[src/rtl/mau_pkg.sv]
// Shared types for the memory access unit: FSM state encoding and the memory word size.
package mau_pkg;

    typedef enum logic [1:0] {
        IDLE  = 2'd0,
        ISSUE = 2'd1,
        RESP  = 2'd2
    } state_t;

    localparam int WORD_BYTES = 4;

endpackage

[src/rtl/mem_access_unit.sv]
// Load/store front end for the data memory: one word access per request, response held until accepted.
// Optional macro MEM_ACCESS_ADDR_CHECK_EN flags misaligned or out-of-range addresses instead of wrapping them.
module mem_access_unit
    import mau_pkg::*;
#(
    parameter int          ADDR_W    = 11,
    parameter int          DATA_W    = 32,
    parameter logic [31:0] BASE_ADDR = 32'h0,
    parameter int          CNT_W     = 16
) (
    input  logic              clk,
    input  logic              rst_n,
    input  logic              req_valid,
    output logic              req_ready,
    input  logic              req_we,
    input  logic [31:0]       req_addr,
    input  logic [DATA_W-1:0] req_wdata,
    input  logic              flush,
    output logic              rsp_valid,
    input  logic              rsp_ready,
    output logic [DATA_W-1:0] rsp_rdata,
    output logic              rsp_err,
    output logic              mem_ena,
    output logic              mem_wea,
    output logic [ADDR_W-1:0] mem_addra,
    output logic [DATA_W-1:0] mem_dina,
    input  logic [DATA_W-1:0] mem_douta,
    output logic [CNT_W-1:0]  ld_count,
    output logic [CNT_W-1:0]  st_count
);

    localparam int OFF_W = $clog2(WORD_BYTES);

    state_t              state_q, state_d;
    logic                we_q, we_d;
    logic                err_q, err_d;
    logic [ADDR_W-1:0]   addr_q, addr_d;
    logic [DATA_W-1:0]   wdata_q, wdata_d;
    logic [DATA_W-1:0]   rdata_q, rdata_d;
    logic                rsp_err_q, rsp_err_d;
    logic [CNT_W-1:0]    ld_count_q, ld_count_d;
    logic [CNT_W-1:0]    st_count_q, st_count_d;

    logic [31:0]         offset;
    logic                req_err;
    logic                issue_ena;

    assign offset = req_addr - BASE_ADDR;

`ifdef MEM_ACCESS_ADDR_CHECK_EN
    assign req_err = (req_addr[OFF_W-1:0] != '0) || ((offset >> (ADDR_W + OFF_W)) != 32'd0);
`else
    // Byte-lane and upper offset bits are deliberately ignored so addresses wrap.
    logic unused_offset_bits;
    assign unused_offset_bits = ^{offset[31:ADDR_W+OFF_W], offset[OFF_W-1:0]};
    assign req_err = 1'b0;
`endif

    assign issue_ena = (state_q == ISSUE) && !err_q;

    always_comb begin
        state_d    = state_q;
        we_d       = we_q;
        err_d      = err_q;
        addr_d     = addr_q;
        wdata_d    = wdata_q;
        rdata_d    = rdata_q;
        rsp_err_d  = rsp_err_q;
        ld_count_d = ld_count_q;
        st_count_d = st_count_q;
        case (state_q)
            IDLE: begin
                if (req_valid && !flush) begin
                    we_d    = req_we;
                    err_d   = req_err;
                    addr_d  = offset[ADDR_W+OFF_W-1:OFF_W];
                    wdata_d = req_wdata;
                    state_d = ISSUE;
                end
            end
            ISSUE: begin
                // Memory already acted on the falling edge; a flush only drops the response.
                rdata_d   = (we_q || err_q) ? '0 : mem_douta;
                rsp_err_d = err_q;
                state_d   = flush ? IDLE : RESP;
            end
            RESP: begin
                if (rsp_ready || flush) state_d = IDLE;
            end
            default: state_d = IDLE;
        endcase
        if (issue_ena && !we_q && (ld_count_q != '1)) ld_count_d = ld_count_q + CNT_W'(1);
        if (issue_ena &&  we_q && (st_count_q != '1)) st_count_d = st_count_q + CNT_W'(1);
    end

    always_ff @(posedge clk or negedge rst_n) begin
        if (!rst_n) begin
            state_q    <= IDLE;
            we_q       <= 1'b0;
            err_q      <= 1'b0;
            addr_q     <= '0;
            wdata_q    <= '0;
            rdata_q    <= '0;
            rsp_err_q  <= 1'b0;
            ld_count_q <= '0;
            st_count_q <= '0;
        end else begin
            state_q    <= state_d;
            we_q       <= we_d;
            err_q      <= err_d;
            addr_q     <= addr_d;
            wdata_q    <= wdata_d;
            rdata_q    <= rdata_d;
            rsp_err_q  <= rsp_err_d;
            ld_count_q <= ld_count_d;
            st_count_q <= st_count_d;
        end
    end

    assign req_ready = (state_q == IDLE);
    assign rsp_valid = (state_q == RESP);
    assign rsp_rdata = (state_q == RESP) ? rdata_q : '0;
    assign rsp_err   = (state_q == RESP) && rsp_err_q;
    assign mem_ena   = issue_ena;
    assign mem_wea   = issue_ena && we_q;
    assign mem_addra = (state_q == ISSUE) ? addr_q : '0;
    assign mem_dina  = (state_q == ISSUE) ? wdata_q : '0;
    assign ld_count  = ld_count_q;
    assign st_count  = st_count_q;

endmodule

[config.mk]
export PLATFORM = sky130hd
export DESIGN_NAME = mem_access_unit
export DESIGN_NICKNAME = d
export VERILOG_FILES = /design/src/rtl/mau_pkg.sv /design/src/rtl/mem_access_unit.sv
export SDC_FILE = /design/constraint.sdc
export NUM_CORES = 1
export LEC_CHECK = 0
export CAP_MARGIN = 0
export CORE_MARGIN = 4
export CORE_UTILIZATION = 43
export CTS_CLUSTER_DIAMETER = 50
export DETAILED_ROUTE_END_ITERATION = 16
export GPL_TIMING_DRIVEN = 0
export MAX_ROUTING_LAYER = met4
export PLACE_DENSITY = 0.8
export RECOVER_POWER = 100
export SKIP_CTS_REPAIR_TIMING = 1
export SYNTH_ARGS = -nofsm -noshare
export SYNTH_HDL_FRONTEND = slang
export SYNTH_SLANG_ARGS = --single-unit
[constraint.sdc]
create_clock -name clk -period 2.5 [get_ports clk]
set_input_delay 0.75 -clock clk [delete_from_list [all_inputs] [get_ports clk]]
set_output_delay 0.75 -clock clk [all_outputs]
set_load 0.01 [all_outputs]
# Yosys cells after proc, flatten, opt, wreduce, memory -nomap -nowiden
# Cells that the tools add are included.
# totals
in_bits,102
ff_bits,110
out_inout_bits,112
# classes
n_reduce_logical,11
addsub,2
muxes,8
n_eq_ne,6
# op_table
cell,count
2-to-1 mux 32 bit,3
"adder 16 x 1 -> 16 bit, second input constant",2
"!= test 16 bit, second input constant",2
2-to-1 mux 11 bit,1
2-to-1 mux 2 bit,3
case mux 2 bit (3 select lines),1
logical AND 1 bit,5
"!= test 2 x 1 -> 1 bit, second input constant",2
AND reduction 2 bit,2
"equality test 2 x 1 -> 1 bit, second input constant",1
"equality test 2 bit, second input constant",1
logical NOT 1 bit,2
logical NOT 2 bit,1
logical OR 1 bit,1

# Logic depth before layout (Yosys ltp)
# Gate-level depths: netlist of run 1.
# depth
word_depth,4
ltp_mapped,7
mapped_depth_nobuf,5

# Worst setup path after synthesis of run 1
# Ideal clock, no wire load.
# synth_timing
path_type,register to output
startpoint,reg state_q[1]
endpoint,out mem_dina[14]
path_stages_with_launch,7
arrival_time_ps,1373
slack_ps,377
required_ps,1750
cell_sequence,dfrtp_1 > nand2b_1 > buf_6 > inv_2 > clkbuf_1 > clkbuf_1 > and2_1
# synth_via
elab_chain_len,2
# synth_rtl
element,line_no,source
"start, declared",mem_access_unit.sv:34,"state_t state_q, state_d;"
"start signal, assigned",mem_access_unit.sv:108,state_q <= state_d;
equality test 2 x 1 -> 1 bit,mem_access_unit.sv:127,assign mem_dina = (state_q == ISSUE) ? wdata_q : '0;
2-to-1 mux 32 bit,mem_access_unit.sv:127,
"end, declared",mem_access_unit.sv:26,"output logic [DATA_W-1:0] mem_dina,"
# No other way between the ends.

# Final worst setup path of run 1
# layout_timing
startpoint,reg state_q[1]
endpoint,out mem_dina[20]
# The elaborated chain is that of the path after synthesis.

==> results of run 1 <==
## power by group through the flow
stage / clock network [mW] / logic, mW / registers, mW
after floorplan: 0 / 0.515 / 2.33
after global placement: 0 / 1.05 / 2.35
after detailed placement: 0 / 1.10 / 2.37
after CTS: 1.51 / 1.11 / 2.34
after global routing: 1.61 / 1.21 / 2.41
final: 1.48 / 1.10 / 2.35
## critical path: stages, from the launching register on
cell                       delay (ns)
sky130_fd_sc_hd__dfrtp_1         0.41
sky130_fd_sc_hd__nand2b_4        0.15
sky130_fd_sc_hd__buf_6           0.11
sky130_fd_sc_hd__clkinv_8        0.06
sky130_fd_sc_hd__buf_8           0.13
sky130_fd_sc_hd__buf_6           0.13
sky130_fd_sc_hd__buf_6           0.11
sky130_fd_sc_hd__buf_6           0.11
sky130_fd_sc_hd__buf_6           0.12
sky130_fd_sc_hd__and2_1          0.15
sky130_fd_sc_hd__clkbuf_2        0.13
## flip-flops by register name, summed over array words and instances (netlist names)
signal / flops
rdata_q: 32
wdata_q: 32
ld_count: 16
st_count: 16
addr_q: 11
state_q: 2
we_q: 1
## layer usage
metal  vias to the layer above  part of all wire, %  GRT usage, %
li1                       2025                    -             -
met1                      2015                   42          25.8
met2                       150                   49          33.4
met3                        15                  7.6          6.34
met4                         0                  1.4          4.91
met5                         -                    0             -
## Yosys cell counts, types with 2 or more instances
master,n,area [µm²]
sky130_fd_sc_hd__nor3b_1,3,22.5
sky130_fd_sc_hd__mux2_2,44,495
sky130_fd_sc_hd__and3_1,5,31.3
sky130_fd_sc_hd__ha_1,2,25.0
sky130_fd_sc_hd__nand3b_1,33,248
sky130_fd_sc_hd__clkbuf_1,19,71.3
sky130_fd_sc_hd__nor3_2,2,20.0
sky130_fd_sc_hd__nand2_1,78,293
sky130_fd_sc_hd__nand3_1,9,45.0
sky130_fd_sc_hd__and2_1,75,469
sky130_fd_sc_hd__xnor2_1,4,35.0
sky130_fd_sc_hd__nand4_1,8,50.1
sky130_fd_sc_hd__nor2_1,6,22.5
sky130_fd_sc_hd__nor4_4,3,63.8
sky130_fd_sc_hd__buf_2,4,20.0
sky130_fd_sc_hd__dfrtp_1,110,2750
sky130_fd_sc_hd__xor2_1,21,184
sky130_fd_sc_hd__o21ai_0,3,15.0
sky130_fd_sc_hd__nand2b_1,2,12.5
sky130_fd_sc_hd__nor4_1,4,25.0
sky130_fd_sc_hd__and4_1,2,17.5
sky130_fd_sc_hd__nor3_1,9,45.0
sky130_fd_sc_hd__nor4b_1,2,17.5
sky130_fd_sc_hd__inv_1,3,11.3
sky130_fd_sc_hd__mux2_1,3,33.8
sky130_fd_sc_hd__a21oi_1,5,25.0
sky130_fd_sc_hd__and4bb_1,2,25.0
## final timing paths
kind	endpoint	slack, ns	cells past startpoint
setup / recovery	mem_dina[20]	-0.20	10
hold / removal	rdata_q[0]	0.46	2
setup reg to reg	ld_count[15]	0.49	6
hold reg to reg	rdata_q[0]	0.46	2
max in group asynchronous	wdata_q[21]	1.29	2
min in group asynchronous	ld_count[14]	0.49	1
## stage by stage
stage               TNS [ns]  setup slack (ns)  util [%]
floorplan                  0             0.377         -
global placement     -404.20             -3.42      62.6
detailed placement    -35.87            -0.654      62.9
CTS                   -49.57             -1.05      65.5
global route           -3.43            -0.301      67.9
finish                 -1.82            -0.203      67.9
## area by class of cell
class | count | area share, %
sequential | 110 | 34.9
multi-input combinational | 335 | 29.6
timing repair buffer | 204 | 26.8
clock buffer | 11 | 3.20
buffer | 24 | 2.11
clock inverter | 5 | 0.730
inverter | 4 | 0.349
tap | 143 | 2.27
## cells by family after synthesis
group | Yosys count | share of synthesized area (%)
xor+xnor | 25 | 4.22
flops | 110 | 53.1
fa+ha+maj | 2 | 0.483
mux | 47 | 10.2
other cells | 1 | 0.0723
simple gates | 250 | 28.5
buf+inv | 29 | 2.41
compound gates | 10 | 1.04
==> run summary, run 1 <==
Using the TritonRoute via totals, the vias-per-cell ratio works out to 5.03. Fmax: 0.370 GHz. TritonCTS built the clock tree.

Summed over all cells, the static leakage comes to 4.54 nW. The endpoint type of the worst setup path was an output port. Summed over all layers, the routed wires come to 13.9 mm. The non-filler instance count after layout is 836, and the routed via count is 4205. Along the worst path, the maximum fanout reaches 6.

The starting density of the core was 44.6%. The run gives 0 as the final count of hold timing violations. The logs give 22.3% for the combinational share of power and 20.7% for the total track usage. The placed instances occupy a cell area of 7300 µm². Sequential power share: 47.7%. Summed over all layers, the global routing overflow is 0. The run gives 10 as the number of setup violations in the final report.

The post-synth net total is 578, and the pin slew with the least headroom to its limit is 0.854 ns. Once layout is done, the placed cells without fillers occupy 7890 µm². For the finished layout, the period the worst path requires is 2.70 ns. The maximum VDD drop is 0.383 mV, and the number of enable-type register cells in the synthesized netlist is 0.

Of the total power, the share spent switching nets is 27.1%. The endpoint required time on the critical path was 1.75 ns; the area of combinational cells with multiple inputs was 2330 µm². In this run the vertical extent of the chip is 118 µm. For this design the top-level I/O count stands at 214. Hold timing on the final database bottoms out at a slack of 0.460 ns. The smallest setup slack after layout is -0.203 ns. The tools report the number of placed instances with taps included as 809.

TritonCTS buffer count: 9. After synthesis the cells add up to 5180 µm². In the routed design, unresolved DRC markers number 0.

The post-route netlist has 18.5% of its cells at a drive strength greater than 1. A synthesized cell averages 10.9 µm². The critical path launch point is state_q[1].

The logs give 53.1% for the register area share after synthesis and 879 for the layout filler cell count. Measured against its own limit, the worst slew margin works out to 43.1%. During placement, the flow inserted port buffers numbering 191. Summing internal, switching and leakage power gives 4.93 mW. For the insertion delay to the later sink of the worst-skew pair, the log shows 0.35 ns.

The global-route wire length before repair was 22.9 mm; the first-pass iteration count of the detailed router was 4. The area of the core region was 11600 µm². In this run the horizontal extent of the chip is 118 µm.

The number of antenna diodes in the final layout is 0. The post-DP HPWL was 10.2 mm. For the internal power, the log shows 3.59 mW. Setup repair after global routing could not meet its margin everywhere.

The flow ran to the end, but the final reports show violations. The final weighted congestion in routability-driven placement was 0.841; the instance count of the mapped netlist was 474. The floorplan has 39 rows. The number of nets with antenna violations after detailed routing is 0, and the number of buffers on the longest clock path is 2. Register area: 2750 µm². In the layout the commonest cells are sky130_fd_sc_hd__clkdlybuf4s50_1 (112), sky130_fd_sc_hd__dfrtp_1 (109), sky130_fd_sc_hd__nand2_1 (78). The floorplan step defined a die boundary enclosing 13900 µm². For this design the total switching power over the nets is 1.34 mW. Of the available clock period, the critical path in the final layout requires 108%. Final-report max-slew violation count: 0. The final layout contains 792 nets. The checks that failed: setup timing. The cell area power density came out at 625 nW/µm². Number of global-route vias before repair: 4413.

The startpoint of the most critical hold path was rdata_q[0]. The clock arrives with 0.00504 ns of skew. The layout-stage area growth over the synthesis result is 52.1%.

The worst setup path is launched from a register. After detailed routing, the average wire length per cell comes to 16.7 µm. The startpoint of the most critical register-to-register path was state_q[1]. For this block, the initial DRC count from the detailed router was 324. The number of antenna violations at the first check in global routing is 0. In this run the clock root is driven by a sky130_fd_sc_hd__clkbuf_16. Counting distinct cell types in the post-synthesis netlist gives 40. Leaving out fill and tap cells, the most frequent cell in the layout is sky130_fd_sc_hd__clkdlybuf4s50_1.

The arrival time reported for the critical path endpoint was 1.95 ns; the flip-flop and latch count after synthesis was 110. The number of max-capacitance violations reported was 0. The classification of the worst setup path is reg2out. The clock drives 110 sinks.

The async set-reset flop share out of synthesis is 100%, and the clock network fraction of total power is 30.0%. CTS built an H-tree with a depth of 3. The class of the tightest hold or removal check was reg2reg. For the number of synthesis warnings, the log shows 0. Among all flip-flop cells after synthesis, the most frequent one is sky130_fd_sc_hd__dfrtp_1. Clock-pin slew was measured on the worst setup and hold paths at 0.07 ns. Entering global routing, the biggest net connects 67 pins.
Power figures use the tool's default switching activity.
==> run 2: changes to the inputs <==
--- a/config.mk
+++ b/config.mk
@@ -7,12 +7,13 @@
 export LEC_CHECK = 0
 export CAP_MARGIN = 0
 export CORE_MARGIN = 4
-export CORE_UTILIZATION = 43
+export CORE_UTILIZATION = 60
 export CTS_CLUSTER_DIAMETER = 50
 export DETAILED_ROUTE_END_ITERATION = 16
+export DONT_BUFFER_PORTS = 1
 export GPL_TIMING_DRIVEN = 0
 export MAX_ROUTING_LAYER = met4
-export PLACE_DENSITY = 0.8
+export PLACE_DENSITY = 0.76
 export RECOVER_POWER = 100
 export SKIP_CTS_REPAIR_TIMING = 1
 export SYNTH_ARGS = -nofsm -noshare
==> run 2 against run 1 <==
The flow now finishes without violations. Cell area shrank 30%. Setup slack improved by 0.29 ns. First-iteration DRC count shrank 65%. Clock skew up 0.0046 ns. Largest power group unchanged.
==> run summary, run 2 (same netlist as run 1, synthesis figures left out) <==
The worst hold path belongs to the class in2async. The area after detailed placement was 5320 µm² (-27%); the worst hold slack was 0.0731 ns (-0.387 ns). The total of buffers placed on input and output ports is 0 (-100%). The tree is rooted in a sky130_fd_sc_hd__clkbuf_8.

The final count of hold timing violations came out at 0 (unchanged). In the final layout, the registers with the most flip-flops are rdata_q: 32 flops, wdata_q: 32 flops. The logs give 3432 (-18%) for the routed via count and 2 (unchanged) for the number of buffers on the longest clock path.

The finished layout cell area was 5540 µm² (-30%). Classification of the worst setup path: reg2out. The number of antenna violations at the first check in global routing is 0 (unchanged). The clock-pin transition on the worst setup and hold timing paths came out at 0.11 ns (+0.04 ns).

The minimum clock period after layout is 2.41 ns (-0.289 ns), and the post-DP HPWL is 8.35 mm (-18%). The via-per-instance ratio is 5.76 (+14%), and the area of the core region is 8300 µm² (-29%). The flow ran to the end, and the final reports show no timing, DRC or antenna violations. The startpoint identified for the worst register-to-register timing path is state_q[1]. The number of setup violations in the final report is 0 (-10). The global-route wire length before repair was 17.6 mm (-23%). Placement row count: 33 (-15%). The logs give 0.24 ns (-0.25 ns) for the register-to-register path setup slack and 3 (unchanged) for the number of levels in the clock H-tree.

The tools report the placement-stage worst setup slack as -0.0807 ns (+0.573 ns). The number of diodes added for antenna fixing came out at 0 (unchanged). The logs give 113 (-65%) for the DRC violation total after the first TritonRoute iteration and 596 (-29%) for the non-filler instance count after layout. The endpoint required time on the critical path came out at 1.75 ns (about the same).

The run gives 0.414 GHz (+12%) as the fmax. For the total routed wirelength, the log shows 11.3 mm (-19%). The cell depth of the worst flop-to-flop path works out to 5 (-1).

The run gives 3425 (-22%) as the number of global-route vias before repair. The wire length per cell came out at 19.0 µm (+14%). The tools report the number of top-level pins as 214 (unchanged).

The library cells used most frequently in the layout, excluding fill and tap cells, are sky130_fd_sc_hd__dfrtp_1 (110), sky130_fd_sc_hd__nand2_1 (78), sky130_fd_sc_hd__mux2_2 (44). TritonCTS built the clock tree. Floorplan die height: 101 µm (-14%). Number of placed instances with taps included: 579 (-28%). The endpoint type of the worst setup path is an output port. The smallest setup slack after layout came out at 0.0858 ns (+0.289 ns). Critical path launch point: state_q[1]. The TritonCTS buffer count was 9 (unchanged).

The static power due to leakage was 2.57 nW (-43%); the full die area was 10200 µm² (-27%). The logs give 0.36 ns (about the same) for the insertion delay to the later sink of the worst-skew pair and 111 (+66%) for the maximum number of pins on one net before global-route repair. The part of the cycle the worst path needs is 96.6% (-12 points), and the pin slew with the least headroom to its limit is 0.897 ns (+0.0429 ns). The final weighted congestion in routability-driven placement is 0.877 (+4.3%), and the cell area power density is 740 nW/µm² (+18%). For the starting density of the core, the log shows 62.5% (+18 points).

The worst register-to-register path ends at wdata_q[0]. The highest fanout seen on the critical path is 10 (+4), and the number of remaining DRC errors is 0 (unchanged). The final net count came out at 590 (-26%).

The run gives 110 (unchanged) as the count of clock tree sinks. The horizontal die dimension is 101 µm (-14%), and the share of layout cells above drive strength 1 is 17.9% (-0.55 points). Setup repair after global routing left no endpoint under its margin. The area growth from synthesis to layout is 6.78%. The worst setup path endpoint is mem_dina[14]. The most common cell after layout, fill and taps aside was sky130_fd_sc_hd__dfrtp_1. The tools report the layout filler cell count as 673 (-23%).

The number of nets with antenna violations after detailed routing came out at 0 (unchanged). The total track usage came out at 22.9% (+2.1 points). The maximum VDD drop was 0.467 mV (+22%). The tools report the element type at the critical path start as a register.

The relative slew slack is 39.7% (-3.4 points), and the global-route congestion overflow total is 0 (unchanged). For the setup skew after layout, the log shows 0.00963 ns (+0.00459 ns). The final-report max-slew violation count was 0 (unchanged). For the arrival time reported for the critical path endpoint, the log shows 1.66 ns (-0.29 ns). The run gives 4 (unchanged) as the first-pass iteration count of the detailed router.

The logs give 0 (unchanged) for the number of max-capacitance violations reported and 4.09 mW (-17%) for the total design power.
## run 2: cell count changes in the layout (fill, tap and decap cells not counted), moves of 4 or more
cell | before | now
sky130_fd_sc_hd__buf_4 | 10 | 2
sky130_fd_sc_hd__clkbuf_1 | 8 | 14
sky130_fd_sc_hd__clkbuf_8 | 2 | 10
sky130_fd_sc_hd__and2_1 | 71 | 28
sky130_fd_sc_hd__dlymetal6s2s_1 | 57 | 0
sky130_fd_sc_hd__and2_0 | 0 | 39
sky130_fd_sc_hd__clkbuf_16 | 9 | 0
sky130_fd_sc_hd__buf_6 | 13 | 2
sky130_fd_sc_hd__and2_4 | 4 | 8
sky130_fd_sc_hd__clkbuf_4 | 4 | 0
sky130_fd_sc_hd__clkdlybuf4s50_1 | 112 | 0
sky130_fd_sc_hd__buf_2 | 15 | 0
## run 2: critical path: stages (launching register included)
cell	delay [ns]
sky130_fd_sc_hd__dfrtp_1	0.39
sky130_fd_sc_hd__nand2b_1	0.15
sky130_fd_sc_hd__buf_6	0.15
sky130_fd_sc_hd__inv_4	0.10
sky130_fd_sc_hd__buf_6	0.15
sky130_fd_sc_hd__buf_4	0.17
sky130_fd_sc_hd__and2_1	0.19
## run 2: how the worst min path moves through the flow
stage               cells past startpoint  slack (ns)        start          end
floorplan                               2        0.43   rdata_q[0]   rdata_q[0]
global placement                        2        0.44  rdata_q[13]  rdata_q[13]
detailed placement                      2        0.45  rdata_q[19]  rdata_q[19]
CTS                                     0        0.06        rst_n  rdata_q[22]
global route                            0        0.03        rst_n  rdata_q[14]
finish                                  0        0.07        rst_n  rdata_q[14]
## run 2: layout make-up
| type | count | area (µm²) | share of cell area [%] |
|---|---|---|---|
| Sequential cell | 110 | 2750 | 49.7 |
| Clock inverter | 6 | 68.8 | 1.24 |
| Tap cell | 105 | 131 | 2.37 |
| Clock buffer | 10 | 138 | 2.49 |
| Inverter | 4 | 17.5 | 0.316 |
| Timing Repair Buffer | 1 | 3.75 | 0.0678 |
| Buffer | 25 | 126 | 2.28 |
| Multi-Input combinational cell | 335 | 2300 | 41.5 |
## run 2: stage by stage
step,util (%),TNS (ns)
after global placement,64.1,-0.598
final,66.7,0
after global routing,66.7,0
after CTS,66.5,-9.07
after floorplan,-,0
after detailed placement,64.1,-0.696
## run 2: power breakdown
group	switching, mW	leakage, nW	internal (mW)
clock network	0.590	0.103	0.499
logic	0.307	1.09	0.314
registers	0.276	1.39	2.11
total	1.17	2.57	2.92
## run 2: routing by layer
layer / track usage, % / wire length (µm)
met3: 9.07 / 1050
met4: 6.13 / 137
met5: - / 0
met1: 29.0 / 4550
met2: 34.5 / 5610
==> run 3: changes to the inputs <==
--- a/config.mk
+++ b/config.mk
@@ -13,9 +13,10 @@
 export DONT_BUFFER_PORTS = 1
 export GPL_TIMING_DRIVEN = 0
 export MAX_ROUTING_LAYER = met4
-export PLACE_DENSITY = 0.76
+export PLACE_DENSITY = 0.75
 export RECOVER_POWER = 100
 export SKIP_CTS_REPAIR_TIMING = 1
+export SLEW_MARGIN = 20
 export SYNTH_ARGS = -nofsm -noshare
 export SYNTH_HDL_FRONTEND = slang
 export SYNTH_SLANG_ARGS = --single-unit
==> run 3 against run 2 <==
Sequential share of layout area down 0.30 points. Clock skew up 0.0041 ns. Routed wire length up 3.1%. Register-to-register slack better by 0.10 ns. Clock power down 8%. Count of clock-buffer cells in the layout unchanged. Critical endpoint is now mem_dina[22]. Largest cell class unchanged. Highest routed layer unchanged.
==> run summary, run 3 (same netlist as run 1, synthesis figures left out) <==
The run finished with clean final reports. The tools report the register area as 2750 µm² (unchanged). The final weighted congestion in routability-driven placement was 0.880 (+0.35%); the clock network fraction of total power was 24.9% (-1.7 points). In this run the most used layer during global routing was met2. Share of layout cells above drive strength 1: 19.8% (+1.8 points).

The logs give 0.402 mV (-14%) for the maximum VDD drop and 18.1 mm (+2.7%) for the global-route wire length before repair. The most common cell after layout, fill and taps aside is sky130_fd_sc_hd__dfrtp_1. The layout-stage area growth over the synthesis result was 7.43%; the switching portion of total power was 29.6% (+0.99 points).

The top cell types in the final layout, fill and taps aside, are sky130_fd_sc_hd__dfrtp_1 (110), sky130_fd_sc_hd__nand2_1 (78), sky130_fd_sc_hd__and2_1 (65). The run gives 33 (unchanged) as the placement row count. The first-pass iteration count of the detailed router came out at 4 (unchanged). The logs give 2.83 mW (-3.1%) for the internal power and 60.1% (+20 points) for the relative slew slack. The logic depth of the worst path, buffers included is 6 (unchanged), and the global routing usage on met2 is 37.0% (+2.5 points). The total buffers and inverters traversed by the critical path was 4 (unchanged); the TritonCTS buffer count was 9 (unchanged). Pin slew with the least headroom to its limit: 0.594 ns (-0.303 ns). Post-DP HPWL: 8.50 mm (+1.8%). The endpoint required time on the critical path is 1.75 ns (about the same), and the final-report max-slew violation count is 0 (unchanged). The register-to-register path setup slack came out at 0.34 ns (+0.10 ns).

The final net count was 590 (unchanged). Endpoint type of the worst setup path: an output port. The layout filler cell count was 648 (-3.7%); the worst hold slack was 0.0638 ns (-0.00933 ns). The run gives 0 (unchanged) as the number of remaining DRC errors. Total of buffers placed on input and output ports: 0 (unchanged).

The largest stage delay on the critical path works out to 0.44 ns (+0.05 ns). The number of levels in the clock H-tree was 3 (unchanged). The logs give 0 (unchanged) for the number of nets with antenna violations after detailed routing and 110 (unchanged) for the count of clock tree sinks. The number of buffers on the longest clock path was 2 (unchanged). Setup repair after global routing left no endpoint under its margin.

For the number of placed instances with taps included, the log shows 579 (unchanged). Total routed wirelength: 11.7 mm (+3.1%). The worst register-to-register path begins at state_q[1]. The DRC violation total after the first TritonRoute iteration was 159 (+41%).

The wire length per cell came out at 19.6 µm (+2.9%). In this run the critical register-to-register path is captured at wdata_q[15]. Class of the tightest hold or removal check: in2async.

The area after detailed placement was 5320 µm² (unchanged); the area of the core region was 8300 µm² (unchanged). Final total negative setup slack: 0 ns (unchanged). The fmax was 0.414 GHz (-0.16%); the power dissipated by switching net loads was 1.19 mW (+1.6%). The largest registers in the layout are rdata_q: 32 flops, wdata_q: 32 flops.

The global routing usage on met3 was 8.24% (-0.83 points); the number of max-capacitance violations reported was 0 (unchanged). The tools report the clock root buffer as sky130_fd_sc_hd__clkbuf_8. The starting density of the core was 62.5% (unchanged). The arrival time reported for the critical path endpoint is 1.67 ns (about the same), and the floorplan die height is 101 µm (unchanged).

Maximum number of pins on one net before global-route repair: 111 (unchanged). The tools report the static power due to leakage as 2.67 nW (+3.6%). The classification of the worst setup path was reg2out. The number of antenna violations at the first check in global routing was 1 (+1); the clock-pin transition on the worst setup and hold timing paths was 0.10 ns (about the same). The tools report the global-route congestion overflow total as 0 (unchanged). The run gives 0.0819 ns (-0.00397 ns) as the smallest setup slack after layout.

Minimum clock period after layout: 2.42 ns (+0.00397 ns). The cell type of the slowest stage on the worst timing path is sky130_fd_sc_hd__dfrtp_1. Broken down by cell family, the worst path's largest delay share belongs to buffers and inverters.

The run gives 10200 µm² (unchanged) as the full die area. The combinational share of power was 15.8% (+0.6 points); the setup skew after layout was 0.0137 ns (+0.00411 ns). The routed via count is 3443 (+0.32%), and the number of top-level pins is 214 (unchanged). The cell area power density was 722 nW/µm² (-2.4%); the placement-stage worst setup slack was -0.132 ns (-0.0515 ns).

The number of setup violations in the final report is 0 (unchanged), and the part of the cycle the worst path needs is 96.7% (+0.16 points). Area of combinational cells with multiple inputs: 2330 µm² (+1.6%). The cell depth of the worst flop-to-flop path is 5 (unchanged). The number of global-route vias before repair came out at 3537 (+3.3%). The sequential power share was 59.3% (+1.0 points). The routing usage on met1 is 28.1% (-0.90 points), and the highest fanout seen on the critical path is 10 (unchanged). The dominant cell type by count on the critical path is sky130_fd_sc_hd__buf_6. The total track usage is 23.5% (+0.63 points). The element type at the critical path start was a register.

Via-per-instance ratio: 5.77 (+0.15%). The critical path goes through nand2b_1 > buf_6 > inv_6 > buf_8 > buf_6 > and2_4. TritonCTS built the clock tree. The insertion delay to the later sink of the worst-skew pair was 0.37 ns (about the same). The horizontal die dimension was 101 µm (unchanged).

The finished layout cell area is 5570 µm² (+0.61%). The tools report the final count of hold timing violations as 0 (unchanged). The tools report the non-filler instance count after layout as 597 (+0.17%).
-- run 3: worst max-delay path by stage --
| stage | startpoint | endpoint | slack (ns) |
|---|---|---|---|
| after floorplan | state_q[1] | mem_dina[14] | 0.38 |
| after global placement | state_q[1] | mem_dina[22] | -0.13 |
| after detailed placement | state_q[1] | mem_dina[22] | -0.13 |
| after CTS | state_q[1] | mem_dina[22] | -0.54 |
| after global routing | state_q[1] | mem_dina[17] | 0.0002 |
| final | state_q[1] | mem_dina[22] | 0.08 |
-- run 3: per-stage QoR --
step | power (mW) | utilization (%)
finish | 4.02 | 67.1
global route | 4.26 | 67.1
CTS | 4.04 | 66.2
detailed placement | 3.04 | 64.1
global placement | 2.99 | 64.1
floorplan | 2.85 | -
-- run 3: area by class of cell --
class | instances | share of cell area [%]
Antenna cell | 1 | 0.0449
Clock inverter | 6 | 0.786
Clock buffer | 10 | 2.47
Multi-Input combinational cell | 335 | 41.9
Timing Repair Buffer | 1 | 0.135
Buffer | 25 | 2.52
Sequential cell | 110 | 49.4
Inverter | 4 | 0.359
Tap cell | 105 | 2.36
-- run 3: worst register-to-register path: cells and delay by family (launching register included) --
kind | cells | cell delay, ns
multiplexers | 1 | 0.38
AND/OR/NAND/NOR | 1 | 0.26
buffers and inverters | 3 | 0.97
flip-flops | 1 | 0.44
-- run 3: power by group through the flow --
stage | clock (mW) | sequential (mW) | combinational (mW)
after floorplan | 0 | 2.33 | 0.515
after global placement | 0 | 2.40 | 0.594
after detailed placement | 0 | 2.41 | 0.627
after CTS | 1.03 | 2.38 | 0.627
after global routing | 1.10 | 2.44 | 0.717
final | 1.00 | 2.39 | 0.637
-- run 3: per-layer routing --
layer	routed length (µm)	vias up	part of all wire, %
met2	5610	148	48
met4	310	0	2.7
met1	4720	1658	40
met5	0	-	0
met3	1060	25	9.0
li1	-	1612	-
==> RTL edit 1 (settings of run 2) <==
The 3 states of `state_t` get a one-hot encoding in 3 bits.
--- a/src/rtl/mau_pkg.sv
+++ b/src/rtl/mau_pkg.sv
@@ -2,8 +2,8 @@
 package mau_pkg;
 
-    typedef enum logic [1:0] {
-        IDLE  = 2'd0,
-        ISSUE = 2'd1,
-        RESP  = 2'd2
+    typedef enum logic [2:0] {
+        IDLE  = 3'b001,
+        ISSUE = 3'b010,
+        RESP  = 3'b100
     } state_t;
 
Behaviour: same outputs for any inputs over 10 cycles, from zero or initial values and one cycle with rst_n low; not proved beyond that.
==> RTL edit 1 against run 2 <==
The flow now finishes with violations (negative setup slack). Routed wire length rose by 2.6%. Worst hold slack got worse by 0.0045 ns. Setup slack got worse by 0.088 ns. Area after synthesis rose by 0.29%. Final cell count rose by 1.2%. Combinational power fell by 13%. Critical path type unchanged. Largest power group unchanged. Clock power rose by 10%. Power rose by 2.4%. Final area rose by 5.5%. First-iteration DRC count rose by 3.5%. Sequential cell count rose by 1. Clock skew rose by 0.0029 ns. Fmax fell by 3.5%.
==> RTL edit 1: results (changes against run 2) <==
Outcome
  • Status: complete, but fails checks
  • Failing checks: negative setup slack

Routing
  • First DRT Iteration DRCs: 117 (+3.5%)
  • Drt via density: 5.78 (+0.42%)
  • Routed Wire Length: 11.6 mm (+2.6%)

Synthesis
  • Post-synthesis sequential area ratio: 53.4% (+0.35 points)
  • YS warnings: 0 (unchanged)
  • Syn avg cell area: 11.0 um^2 (+0.29%)
  • Synth top cells by count: dfrtp_1 (110), and2_1 (76), nand2_1 (74), mux2_2 (44), nand3b_1 (34)
  • Adder-cell area share of the yosys netlist: 0.481% (-0.0014 points)
  • Post-synthesis xor/xnor area fraction: 4.55% (+0.32 points)
  • Mux contribution to synthesized area: 9.96% (-0.25 points)
  • Async SR Flop Fraction: 100% (unchanged)
  • Synth Area in Compound Gates: 1.25% (+0.21 points)
  • Synth area leaders: dfrtp_1 (53%), mux2_2 (9.5%), and2_1 (9.1%)
  • Netlist cell types: 44 (+10%)

Worst setup path
  • CP arrival: 1.75 ns (+0.09 ns)
  • CP startpoint: state_q[2]
  • R2R Path Start: st_count[0]
  • Worst-case reg-to-reg path depth: 5 (unchanged)
  • Worst setup path endpoint: mem_dina[18]
  • Worst-path fanout max: 6 (-4)
  • RR Endpoint: st_count[1]
  • Reg2Reg Setup Slack: 0.25 ns
  • Slowest cell on the critical path: dfrtp_1

Global route
  • Vias in the first global route: 3461 (+1.1%)
  • Initial antenna violation count: 1 (+1)
  • Total track usage: 22.8% (-0.073 points)
  • First-pass GRT wire length: 17.7 mm (+0.43%)
  • Pin count of the biggest net entering global routing: 112 (+0.90%)

Finish
  • Non-filler instance count after layout: 603 (+1.2%)
  • Share of layout cells above drive strength 1: 26.8% (+8.8 points)
  • Top Registers: rdata_q (32), wdata_q (32)

Power
  • Clock share of power: 28.7% (+2.1 points)
  • P_leak: 2.75 nW (+6.7%)
  • Combinational power: 0.000541 W (-13%)
  • Worst vdd ir: 0.000464 V (-0.71%)
  • P_int: 0.00309 W (+5.8%)
  • Sw Ratio: 26.3% (-2.4 points)

Clock network
  • CTS buffer count: 9 (unchanged)
  • Worst-path clk slew: 0.11 ns (about the same)
  • CTS H-tree depth: 3 (unchanged)
  • Root Driver: clkbuf_8

Placement
  • DP Worst Slack: -0.330 ns (-0.249 ns)
  • Area after DPL: 5330 um^2 (+0.28%)
  • GPL Wtd Cong: 0.840 (-4.2%)
  • IO buf count: 0 (unchanged)
  • Post-DP HPWL: 8.44 mm (+1.2%)

Timing
  • Clock Skew: 0.0125 ns (+0.00289 ns)
  • Final hold violation count: 0 (unchanged)
  • Slew headroom: 34.4% (-5.3 points)
  • Final setup vio count: 4 (+4)
  • Worst hold slack: 0.0686 ns (-0.00451 ns)
  • Setup_tns: -0.00790 ns (-0.00790 ns)
  • Worst setup margin: -0.00248 ns (-0.0883 ns)

Worst hold path
  • Hold Path Class: in2async
-- RTL edit 1: layout make-up --
type,instances,area (um^2)
sequential,111,2780
fill,652,2500
multi-input combinational,334,2410
buffer,25,179
clock buffer,10,138
tap,105,131
clock inverter,6,91.3
timing repair buffer,7,87.6
inverter,4,27.5
antenna,1,2.50
-- RTL edit 1: routing by layer --
layer | track usage (%) | share of wire [%] | vias up
li1 | - | - | 1626
met1 | 29.6 | 42 | 1694
met2 | 35.7 | 48 | 159
met3 | 6.16 | 8.8 | 8
met4 | 5.83 | 0.81 | 0
met5 | - | 0 | -
-- RTL edit 1: kinds of logic after synthesis --
logic type,count (synthesis)
buffers and inverters,29
DFF,111
adders and majority gates,2
and+or+nand+nor,248
xor gates and xnor gates,27
AOI/OAI and AO/OA,10
muxes,46
other,1
-- RTL edit 1: critical path: cells and delay by family (launching register included) --
kind,cells,cell delay [ns]
simple gates,2,0.53
buf+inv,4,0.47
flops,1,0.39
==> RTL edit 2 (settings of run 2) <==
Without the edit above. Add a define of `MEM_ACCESS_ADDR_CHECK_EN`.
--- a/src/rtl/mem_access_unit.sv
+++ b/src/rtl/mem_access_unit.sv
@@ -1,4 +1,6 @@
 // Load/store front end for the data memory: one word access per request, response held until accepted.
 // Optional macro MEM_ACCESS_ADDR_CHECK_EN flags misaligned or out-of-range addresses instead of wrapping them.
+`define MEM_ACCESS_ADDR_CHECK_EN
+
 module mem_access_unit
     import mau_pkg::*;
Formal check against the unedited RTL: not equivalent (a bounded check fails within 4 cycles, from zero or initial values and one cycle with rst_n low).
==> RTL edit 2 against run 2 <==
Power fell by 14%. Sequential cell count rose by 2. Worst hold slack worse by 0.0025 ns. Via count decreased by 4.2%. Area after synthesis down 0.48%. Routed wire length increased by 3.4%. Setup slack better by 0.064 ns. Final area down 2.0%. Combinational power fell by 49%. Synthesized cell count is 12% lower. Highest routed layer unchanged.
==> RTL edit 2: results (changes against run 2) <==
Placement
  • Post-DP HPWL: 8.80 mm (+5.4%)
  • Area after DPL: 5290 um^2 (-0.47%)
  • GPL Wtd Cong: 0.822 (-6.2%)

Global route
  • Initial antenna violation count: 1 (+1)
  • Vias in the first global route: 3500 (+2.2%)
  • First-pass GRT wire length: 18.6 mm (+5.7%)
  • Pin count of the biggest net entering global routing: 113 (+1.8%)
  • Total track usage: 24.4% (+1.5 points)

Worst setup path
  • Max incr delay on CP: 0.45 ns (+0.06 ns)
  • Crit-path leading delay family: simple AND/OR/NAND/NOR gates
  • CP arrival: 1.60 ns (-0.06 ns)
  • Slowest cell on the critical path: dfrtp_2

Routing
  • First DRT Iteration DRCs: 103 (-8.8%)
  • Drt via density: 6.12 (+6.3%)

Timing
  • Clock Skew: 0.0152 ns (+0.00561 ns)
  • Worst Tran Pin Value: 0.806 ns (-0.0913 ns)

Power
  • P_int: 0.00265 W (-9.2%)
  • Worst vdd ir: 0.000378 V (-19%)
  • P_leak: 2.51 nW (-2.5%)

Synthesis
  • Mux contribution to synthesized area: 10.1% (-0.096 points)
  • Netlist cell types: 45 (+13%)
  • Adder-cell area share of the yosys netlist: 0.485% (+0.0023 points)
  • Synth area leaders: dfrtp_1 (54%), mux2_2 (9.6%), and2_1 (9.3%)
  • Post-synthesis xor/xnor area fraction: 4.07% (-0.15 points)
  • Syn nets: 520 (-10%)
  • Synth top cells by count: dfrtp_1 (112), and2_1 (77), mux2_2 (44), a22o_1 (32), xor2_1 (24)

Outcome
  • Status: completed

Finish
  • Share of layout cells above drive strength 1: 20.0% (+2.0 points)
  • Final net count: 530 (-10%)

Clock network
  • CTS max path bufs: 2 (unchanged)
  • Root Driver: clkbuf_8
## RTL edit 2: routing by layer
| metal | wire length, um | GRT usage, % |
|---|---|---|
| met1 | 4420 | 27.7 |
| met5 | 0 | - |
| met3 | 1210 | 9.27 |
| met4 | 188 | 6.53 |
| met2 | 5910 | 40.5 |
## RTL edit 2: per-stage QoR
step                      total power (W)  setup slack (ns)  util, %  cells
after CTS                         0.00357            -0.338     66.3    537
after global placement            0.00242            0.0945     63.8    521
after global routing              0.00368            0.0274     65.4    537
after floorplan                   0.00236             0.491        -    416
after detailed placement          0.00245            0.0787     63.8    521
final                             0.00351             0.150     65.4    537
## RTL edit 2: power groups by stage
stage | combinational (W) | sequential [W] | clock [W]
after floorplan | 0.000274 | 0.00209 | 0
after global placement | 0.000311 | 0.00211 | 0
after detailed placement | 0.000323 | 0.00212 | 0
after CTS | 0.000325 | 0.00209 | 0.00116
after global routing | 0.000348 | 0.00211 | 0.00123
final | 0.000315 | 0.00208 | 0.00111
## RTL edit 2: path summary, 6_finish.rpt
path / startpoint / to / slack, ns
max: state_q[0] / mem_dina[24] / 0.15
min: rst_n / rdata_q[16] / 0.07
max reg2reg: state_q[1] / ld_count[1] / 0.33
min reg2reg: rsp_err_q / rsp_err_q / 0.48
max in group asynchronous: rst_n / addr_q[9] / 2.25
min in group clk: flush / state_q[1] / 0.44
## RTL edit 2: layout make-up
| type | instances | area, um^2 |
|---|---|---|
| Tap cell | 105 | 131 |
| Inverter | 3 | 11.3 |
| Fill cell | 623 | 2870 |
| Antenna cell | 1 | 2.50 |
| Multi-Input combinational cell | 281 | 2170 |
| Sequential cell | 112 | 2810 |
| Clock buffer | 10 | 138 |
| Buffer | 19 | 91.3 |
| Clock inverter | 6 | 73.8 |
